File: src/rtl/bus_master_if_pkg.sv
// bus_master_if_pkg: shared types and constants for the master-side bus
// interface. Holds the 2-bit FSM state encodings, the bus direction values
// and the default address/data widths used by bus_master_if.
package bus_master_if_pkg;

  // Default word-address and data widths of the system bus.
  localparam int unsigned BUS_ADDR_W         = 30;
  localparam int unsigned BUS_DATA_W         = 32;

  // Default abort limit for the optional transaction timeout.
  localparam int unsigned BUS_TIMEOUT_CYCLES = 255;

  // Bus direction encoding: the idle (non-owner) value is READ so that the
  // shared direction line stays in its harmless state.
  localparam logic BUS_READ  = 1'b1;
  localparam logic BUS_WRITE = 1'b0;

  // Requester FSM state encodings.
  typedef enum logic [1:0] {
    BUS_IF_STATE_IDLE   = 2'd0,
    BUS_IF_STATE_REQ    = 2'd1,
    BUS_IF_STATE_ACCESS = 2'd2,
    BUS_IF_STATE_WAIT   = 2'd3
  } bus_if_state_e;

  // True while this master owns the bus data phase (strobe or wait cycles).
  function automatic logic bus_if_owns_bus(input bus_if_state_e s);
    return (s == BUS_IF_STATE_ACCESS) || (s == BUS_IF_STATE_WAIT);
  endfunction

endpackage

File: src/rtl/bus_master_if_timeout.sv
// bus_master_if_timeout: transaction watchdog for bus_master_if.
// Only compiled when BUS_IF_TIMEOUT_EN is defined; the default build has no
// watchdog and this file is empty.
//
// The counter is cleared on the cycle the FSM enters ACCESS and advances on
// every ACCESS/WAIT cycle. o_expire is raised during the TIMEOUT_CYCLES-th
// such cycle, so the owner may spend exactly TIMEOUT_CYCLES cycles in the
// data phase before it gives up.
`ifdef BUS_IF_TIMEOUT_EN
module bus_master_if_timeout #(
  parameter int unsigned TIMEOUT_CYCLES = 255
) (
  input  logic clk,
  input  logic reset,
  input  logic i_clear,
  input  logic i_count,
  output logic o_expire
);

  localparam int unsigned CNT_W = $clog2(TIMEOUT_CYCLES + 1);
  localparam logic [CNT_W-1:0] LIMIT = CNT_W'(TIMEOUT_CYCLES - 1);

  logic [CNT_W-1:0] r_cnt;

  // Count data-phase cycles; saturate at the limit so the count never wraps.
  always_ff @(posedge clk) begin
    if (reset) begin
      r_cnt <= '0;
    end else if (i_clear) begin
      r_cnt <= '0;
    end else if (i_count && (r_cnt != LIMIT)) begin
      r_cnt <= r_cnt + 1'b1;
    end
  end

  assign o_expire = i_count && (r_cnt == LIMIT);

endmodule
`endif

File: src/rtl/bus_master_if.sv
// bus_master_if: master-side requester facing the round-robin bus arbiter.
// Turns one core access into an arbiter request/grant handshake followed by
// a single strobed bus transaction, and returns read data.
//
// Optional feature macro: BUS_IF_TIMEOUT_EN (adds the data-phase watchdog,
// the TIMEOUT_CYCLES parameter and the sticky err flag).
//
// Handshakes:
//   core side  - i_req is a level request; it is accepted in IDLE when
//                i_flush is low, and o_busy (combinational) stays high from
//                that cycle until the transaction completes. i_flush cancels
//                a request that has not yet been granted.
//   arbiter    - o_bus_req_ (active-low) is held low from acceptance until
//                completion so ownership cannot move mid-transaction;
//                i_bus_grnt_ low in REQ starts the data phase.
//   slave      - o_bus_as_ is low for exactly one cycle (ACCESS); the
//                transaction completes in the first ACCESS/WAIT cycle with
//                i_bus_rdy_ low. Once strobed, a transaction always finishes.
//   After completion one IDLE cycle with o_bus_req_ high always follows,
//   which lets the arbiter rotate priority.
module bus_master_if
  import bus_master_if_pkg::*;
#(
  parameter int unsigned ADDR_W = BUS_ADDR_W,
  parameter int unsigned DATA_W = BUS_DATA_W
`ifdef BUS_IF_TIMEOUT_EN
  ,
  parameter int unsigned TIMEOUT_CYCLES = BUS_TIMEOUT_CYCLES
`endif
) (
  input  logic              clk,
  input  logic              reset,
  // core side
  input  logic              i_req,
  input  logic              i_flush,
  input  logic [ADDR_W-1:0] i_addr,
  input  logic              i_rw,
  input  logic [DATA_W-1:0] i_wr_data,
  output logic [DATA_W-1:0] o_rd_data,
  output logic              o_busy,
  output logic              o_err,
  // arbiter side
  output logic              o_bus_req_,
  input  logic              i_bus_grnt_,
  // bus side
  output logic              o_bus_as_,
  output logic [ADDR_W-1:0] o_bus_addr,
  output logic              o_bus_rw,
  output logic [DATA_W-1:0] o_bus_wr_data,
  input  logic [DATA_W-1:0] i_bus_rd_data,
  input  logic              i_bus_rdy_,
  // debug: current FSM state
  output logic [1:0]        o_state
);

  bus_if_state_e     r_state;
  logic              r_bus_req_n;
  logic              r_bus_as_n;
  logic [ADDR_W-1:0] r_addr;
  logic              r_rw;
  logic [DATA_W-1:0] r_wr_data;
  logic [DATA_W-1:0] r_rd_data;
  logic              r_err;

  bus_if_state_e     w_state_next;
  logic              w_bus_req_n_next;
  logic              w_bus_as_n_next;
  logic [DATA_W-1:0] w_rd_data_next;
  logic              w_err_next;
  logic              w_latch;
  logic              w_owns;
  logic              w_expire;

  assign w_owns = bus_if_owns_bus(r_state);

`ifdef BUS_IF_TIMEOUT_EN
  // REQ -> ACCESS transition, recomputed from inputs to keep the watchdog
  // clear independent of the next-state logic that consumes w_expire.
  logic w_enter_access;
  assign w_enter_access = (r_state == BUS_IF_STATE_REQ) && !i_flush && !i_bus_grnt_;

  bus_master_if_timeout #(
    .TIMEOUT_CYCLES(TIMEOUT_CYCLES)
  ) u_timeout (
    .clk      (clk),
    .reset    (reset),
    .i_clear  (w_enter_access),
    .i_count  (w_owns),
    .o_expire (w_expire)
  );
`else
  // No watchdog: WAIT holds until the slave answers, err can never set.
  assign w_expire = 1'b0;
`endif

  // Next-state and next-register-value logic for the requester FSM.
  always_comb begin
    w_state_next     = r_state;
    w_bus_req_n_next = r_bus_req_n;
    w_bus_as_n_next  = r_bus_as_n;
    w_rd_data_next   = r_rd_data;
    w_err_next       = r_err;
    w_latch          = 1'b0;
    case (r_state)
      BUS_IF_STATE_IDLE: begin
        if (i_req && !i_flush) begin
          w_latch          = 1'b1;
          w_bus_req_n_next = 1'b0;
          w_err_next       = 1'b0;
          w_state_next     = BUS_IF_STATE_REQ;
        end
      end
      BUS_IF_STATE_REQ: begin
        // A flush arriving with the grant still cancels: nothing was strobed.
        if (i_flush) begin
          w_bus_req_n_next = 1'b1;
          w_state_next     = BUS_IF_STATE_IDLE;
        end else if (!i_bus_grnt_) begin
          w_bus_as_n_next  = 1'b0;
          w_state_next     = BUS_IF_STATE_ACCESS;
        end
      end
      BUS_IF_STATE_ACCESS, BUS_IF_STATE_WAIT: begin
        // Strobe lasts only the ACCESS cycle; flush is ignored from here on.
        w_bus_as_n_next = 1'b1;
        if (!i_bus_rdy_) begin
          // Ready on the limit cycle still counts as success.
          w_bus_req_n_next = 1'b1;
          if (r_rw == BUS_READ) begin
            w_rd_data_next = i_bus_rd_data;
          end
          w_state_next = BUS_IF_STATE_IDLE;
        end else if (w_expire) begin
          w_bus_req_n_next = 1'b1;
          w_err_next       = 1'b1;
          w_state_next     = BUS_IF_STATE_IDLE;
        end else begin
          w_state_next = BUS_IF_STATE_WAIT;
        end
      end
      default: begin
        w_bus_req_n_next = 1'b1;
        w_bus_as_n_next  = 1'b1;
        w_state_next     = BUS_IF_STATE_IDLE;
      end
    endcase
  end

  // State and handshake registers; reset drops any transaction in flight.
  always_ff @(posedge clk) begin
    if (reset) begin
      r_state     <= BUS_IF_STATE_IDLE;
      r_bus_req_n <= 1'b1;
      r_bus_as_n  <= 1'b1;
      r_rd_data   <= '0;
      r_err       <= 1'b0;
    end else begin
      r_state     <= w_state_next;
      r_bus_req_n <= w_bus_req_n_next;
      r_bus_as_n  <= w_bus_as_n_next;
      r_rd_data   <= w_rd_data_next;
      r_err       <= w_err_next;
    end
  end

  // Access capture: address, direction and write data held for the whole
  // transaction so the bus lines stay stable through WAIT.
  always_ff @(posedge clk) begin
    if (reset) begin
      r_addr    <= '0;
      r_rw      <= BUS_READ;
      r_wr_data <= '0;
    end else if (w_latch) begin
      r_addr    <= i_addr;
      r_rw      <= i_rw;
      r_wr_data <= i_wr_data;
    end
  end

  // Bus lines carry the access only while this master owns the data phase;
  // otherwise they sit at 0 / READ / 0 so the shared OR/mux stays clean.
  assign o_bus_addr    = w_owns ? r_addr    : '0;
  assign o_bus_rw      = w_owns ? r_rw      : BUS_READ;
  assign o_bus_wr_data = w_owns ? r_wr_data : '0;

  assign o_bus_req_ = r_bus_req_n;
  assign o_bus_as_  = r_bus_as_n;
  assign o_rd_data  = r_rd_data;
  assign o_err      = r_err;
  assign o_busy     = (r_state != BUS_IF_STATE_IDLE) ||
                      ((r_state == BUS_IF_STATE_IDLE) && i_req && !i_flush);
  assign o_state    = r_state;

endmodule

File: config.mk
export PLATFORM = sky130hd
export DESIGN_NAME = bus_master_if
export DESIGN_NICKNAME = d
export VERILOG_FILES = /design/src/rtl/bus_master_if_pkg.sv /design/src/rtl/bus_master_if_timeout.sv /design/src/rtl/bus_master_if.sv
export SDC_FILE = /design/constraint.sdc
export NUM_CORES = 1
export LEC_CHECK = 0
export CAP_MARGIN = 20
export CELL_PAD_IN_SITES_DETAIL_PLACEMENT = 1
export CELL_PAD_IN_SITES_GLOBAL_PLACEMENT = 2
export CORE_ASPECT_RATIO = 1.25
export CORE_MARGIN = 4
export CORE_UTILIZATION = 23
export DETAILED_ROUTE_END_ITERATION = 16
export PLACE_DENSITY_LB_ADDON = 0.1
export SYNTH_ARGS = -nofsm -noshare
export SYNTH_HDL_FRONTEND = slang
export SYNTH_HIERARCHICAL = 1
export SYNTH_SLANG_ARGS = --single-unit
File: constraint.sdc
create_clock -name clk -period 2.8 [get_ports clk]
set_input_delay 0.56 -clock clk [delete_from_list [all_inputs] [get_ports clk]]
set_output_delay 0.56 -clock clk [all_outputs]
set_load 0.01 [all_outputs]
# Yosys cells after proc, flatten, opt, wreduce, memory -nomap -nowiden

Cells that the tools add are included.

Output and inout port bits: 101
Word-level logic and storage cells: 48
Input bits: 101
Bits in registers: 99

Equal/unequal tests: 9
Reduce and logical (&&, ||, !) cells: 14
Bitwise gates (word level): 1
Mux-type cells: 17

Operators by type and width:

| kind                 | count |
|---|---|
| $mux W32             | 1 |
| $mux W30             | 1 |
| $ne A2 B2 Y1 const B | 5 |
| $reduce_and A3 Y1    | 3 |
| $mux W1              | 8 |
| $mux W2              | 4 |
| $pmux W2 S3          | 1 |
| $eq A2 B2 Y1 const B | 2 |
| $reduce_bool A2 Y1   | 2 |
| $logic_and A1 B1 Y1  | 3 |
| $ne A3 B3 Y1 const B | 1 |
| $pmux W1 S3          | 1 |
| $eq A2 B1 Y1 const B | 1 |
| $logic_not A2 Y1     | 1 |
| $logic_or A1 B1 Y1   | 2 |
| $pmux W1 S2          | 1 |
| $reduce_and A2 Y1    | 1 |
| $reduce_or A2 Y1     | 1 |
| $logic_not A1 Y1     | 1 |
| $not A1 Y1           | 1 |

# Depth between registers and ports, before layout

Depth after elaboration: 4
Gate-level depth with buffers: 5
Depth with buffers taken out: 3

# Worst setup path after synthesis

No wires, ideal clock.

Kind: reg-to-output
Start point: reg r_state[1] (netlist: o_state[1])
End point: out o_bus_wr_data[26]
Cell stages (with the launch flop): 4
Arrival: 1.097 ns
Data required time: 2.240 ns
Path buffers: 2
Slack: 1.143 ns
Path through: dfxtp_1 buf_2 clkbuf_1 and2_1

Longest elaborated chain between the ends: 3
Elaborated cells between the ends (all ways): 4
Classes of those cells: eq/ne: 2; mux: 1; reduce/logical: 1

RTL lines:

| item                     | RTL line                | source |
|---|---|---|
| start: declaration       | bus_master_if.sv:56     | `bus_if_state_e r_state;` |
| start signal: assignment | bus_master_if.sv:158    | `r_state <= w_state_next;` |
| $eq A2 B2 Y1             | bus_master_if_pkg.sv:28 | `return (s == BUS_IF_STATE_ACCESS) \|\| (s == BUS_IF_STATE_WAIT);` |
| $logic_or A1 B1 Y1 (*)   | bus_master_if_pkg.sv:28 |  |
| $mux W32 (*)             | bus_master_if.sv:184    | `assign o_bus_wr_data = w_owns ? r_wr_data : '0;` |
| end: declaration         | bus_master_if.sv:49     | `output logic [DATA_W-1:0] o_bus_wr_data,` |

Every way passes the cells marked *; elsewhere a longest branch is shown, timed or not.

# Worst setup path after layout

Start point: reg r_state[1] (netlist: o_state[1])
End point: out o_bus_addr[8]

Longest elaborated chain between the ends: 3
Elaborated cells between the ends (all ways): 4
Classes of those cells: eq/ne: 2; mux: 1; reduce/logical: 1

RTL lines:

| item                   | RTL line                | source |
|---|---|---|
| $eq A2 B2 Y1           | bus_master_if_pkg.sv:28 |  |
| $logic_or A1 B1 Y1 (*) | bus_master_if_pkg.sv:28 |  |
| $mux W30 (*)           | bus_master_if.sv:182    | `assign o_bus_addr = w_owns ? r_addr : '0;` |
| end: declaration       | bus_master_if.sv:47     | `output logic [ADDR_W-1:0] o_bus_addr,` |

Marked as above.

==> results <==
layout by cell type (no fill, tap or decap), types with 2 or more instances in the layout:
cell type and instances:
clkdlybuf4s50_1 199, nand2_1 190, dfxtp_1 98, a21oi_1 95
and2_1 62, buf_4 12, clkbuf_16 9, nand2b_1 3
nor2_1 3, nand3b_1 3, clkinv_2 3, nor3_1 2
state kept, by name, indices dropped and copies added, names as in the netlist:
register    flops
o_rd_data      32
o_bus_as_       1
o_state         2
r_addr         30
r_wr_data      32
r_rw            1
o_bus_req_      1
cells in the mapped netlist (2+ instances only):
| cell type | instances | area share |
|---|---|---|
| a21oi_1 | 95 | 0.12 |
| and2_1 | 62 | 0.097 |
| buf_2 | 7 | 0.0087 |
| buf_6 | 9 | 0.025 |
| clkbuf_1 | 17 | 0.016 |
| clkbuf_8 | 4 | 0.014 |
| dfxtp_1 | 99 | 0.49 |
| dlygate4sd1_1 | 2 | 0.0044 |
| nand2_1 | 190 | 0.18 |
| nand2b_1 | 3 | 0.0047 |
| nand3b_1 | 3 | 0.0056 |
| nor2_1 | 3 | 0.0028 |
| nor3_1 | 2 | 0.0025 |
final cells by class:
class / instances / area share
timing repair buffer: 211 / 0.3263
sequential: 99 / 0.3108
multi-input combinational: 369 / 0.2729
tap: 220 / 0.04314
clock buffer: 11 / 0.03804
clock inverter: 5 / 0.008235
inverter: 1 / 0.0005882
cells by family (layout without fill, tap and decap cells):
kind of cell	count (synthesis)	count (layout)	synth area share
AO/OA/AOI/OAI	98	98	0.1249
AND/OR/NAND/NOR	270	270	0.3088
buffers and inverters	41	228	0.07087
other	1	1	0.0009357
flip-flops	99	99	0.4945
per-layer routing:
| layer | part of all wire | vias to the layer above | global-route usage | wire [um] |
|---|---|---|---|---|
| met3 | 0.090 | 12 | 0.05856 | 1266 |
| met4 | 0.013 | 0 | 0.04599 | 180 |
| met2 | 0.49 | 124 | 0.2419 | 6869 |
| li1 | - | 1977 | - | - |
| met5 | 0 | - | 0 | 0 |
| met1 | 0.41 | 1828 | 0.1585 | 5677 |
metrics by stage:
stage / hold slack [ns] / utilization / area (um2)
detailed placement: 0.4431 / 0.3585 / 6086
floorplan: 0.4317 / - / 4008
finish: 0.4494 / 0.3759 / 6381
global placement: 0.4378 / 0.3585 / 6086
global route: 0.4704 / 0.3759 / 6381
CTS: 0.4533 / 0.3759 / 6381
report_power, final:
group	leakage, nW	switching, mW	internal (mW)
sequential	0.805	0.0285	1.46
combinational	1.29	0.149	0.192
clock	0.145	0.542	0.713
total	2.24	0.720	2.37
worst max-delay path by stage:
stage               startpoint                 to  slack (ns)  cells past startpoint
finish              o_state[1]      o_bus_addr[8]        0.22                      3
global route        o_state[1]      o_bus_addr[8]        0.05                      3
CTS                 o_state[1]  o_bus_wr_data[17]        0.14                      3
detailed placement     i_flush      r_wr_data[31]        0.35                      6
global placement       i_flush          r_addr[0]        0.39                      6
floorplan           o_state[1]  o_bus_wr_data[26]        1.14                      3
critical path: cells and delay by family (launching register included):
kind / cells / cell delay, ns
buffers and inverters: 2 / 0.90
AND/OR/NAND/NOR: 1 / 0.17
flip-flops: 1 / 0.61
==> qor.yml <==
status: "finished, final reports clean"
ios: 202
rows: 53
syn_nets: 610
setup_viol: 0
p_per_area_nw_per_um2: 483.7
grt_pass1_vias: 4205
reg2reg_to: "r_wr_data[31]"
gp_congestion: 0.6981
r2r_slack_ns: 0.75
crit_arrival_ns: 2.02
antenna_left: 0
grt.total_usage: 0.1408
hp-class: "flip-flop to flip-flop"
ir_worst_vdd_v: 0.0002047
max_slew.worst_pin.slew_ns: 0.7573
drt-total-wl_um: 13990
slowest_delay_ns: 0.61
grt_max_degree: 68
cts_sinks: 99
worstHoldPathCells: 2
r2r_start: "o_state[1]"
drt_iter0_markers: 140
synth-edff-count: 0
rsz0062_at_grt: "no"
clkSlewWorstSetupHoldPaths_ns: 0.07
grt_pass1_wl_um: 22010
synth_cells: 509
cts_hold_buf: 0
dieWidth_um: 126.1
core_area_um2: 16980
ys_async_sr_fraction: 0
ctsResizeCount: 0
antenna_found_initial: 0
tritoncts: "built"
worst_slack_ns: 0.2174
min_to: "r_wr_data[8]"
grt_overflow: 0
fillCellCount: 2071
crit_path_top_delay_cell: "dfxtp_2"
vias_per_cell: 4.302
slew_headroom: 0.4951
drc: 0
yosysWarnings: 6
hold_viol_final: 0
start_util: 0.2361
yosysUniqueCellTypes: 26
critPathRequiredTime_ns: 2.24
avgSynthCellArea_um2: 7.873
layout-drive-gt1-share: 0.04454
multi_input_area_um2: 1742
cts_buffers: 9
fin_crit_sh: 0.9223
dp_hpwl_um: 10230
ys_seq_area_frac: 0.4945
die-area_um2: 19610
crit_path_end_kind: "output port"
wl_per_cell_um: 15.28
r2r_cells: 5
min_period_ns: 2.583
worstHoldStart: "r_wr_data[8]"
crit_fanout: 28
htree_levels: 3
place_inst: 900
synth_area_um2: 4008
fin_tns_setup_ns: 0
via_count: 3941
die_height_um: 155.6
fin_nets: 792
portBuffers: 200
clk_path_buf_depth: 2
clkLatencyLatePin_ns: 0.34
crit_path_cell_trace: "buf_4 > and2_1 > clkdlybuf4s50_1"
instances_no_fill: 916
regArea_um2: 1983
p_total_mw: 3.086
dp_slack_ns: 0.3539
ys.flop_type: "dfxtp_1"
dr.pass1.iters: 4
clockRootBuffer: "clkbuf_16"
drv_slew: 0
maxCapViolations: 0
p_leak_nw: 2.241
antennaDiodeCount: 0
crit_type: "flip-flop to output port"
skew_ns: 0.004633
post_cts_buffers: 0
synth_seq_cells: 99
max_freq_ghz: 0.3872
cp-start-kind: "flip-flop"
area_delta_synth_final_pct: 59.23
(Power assumes the default switching activity.)
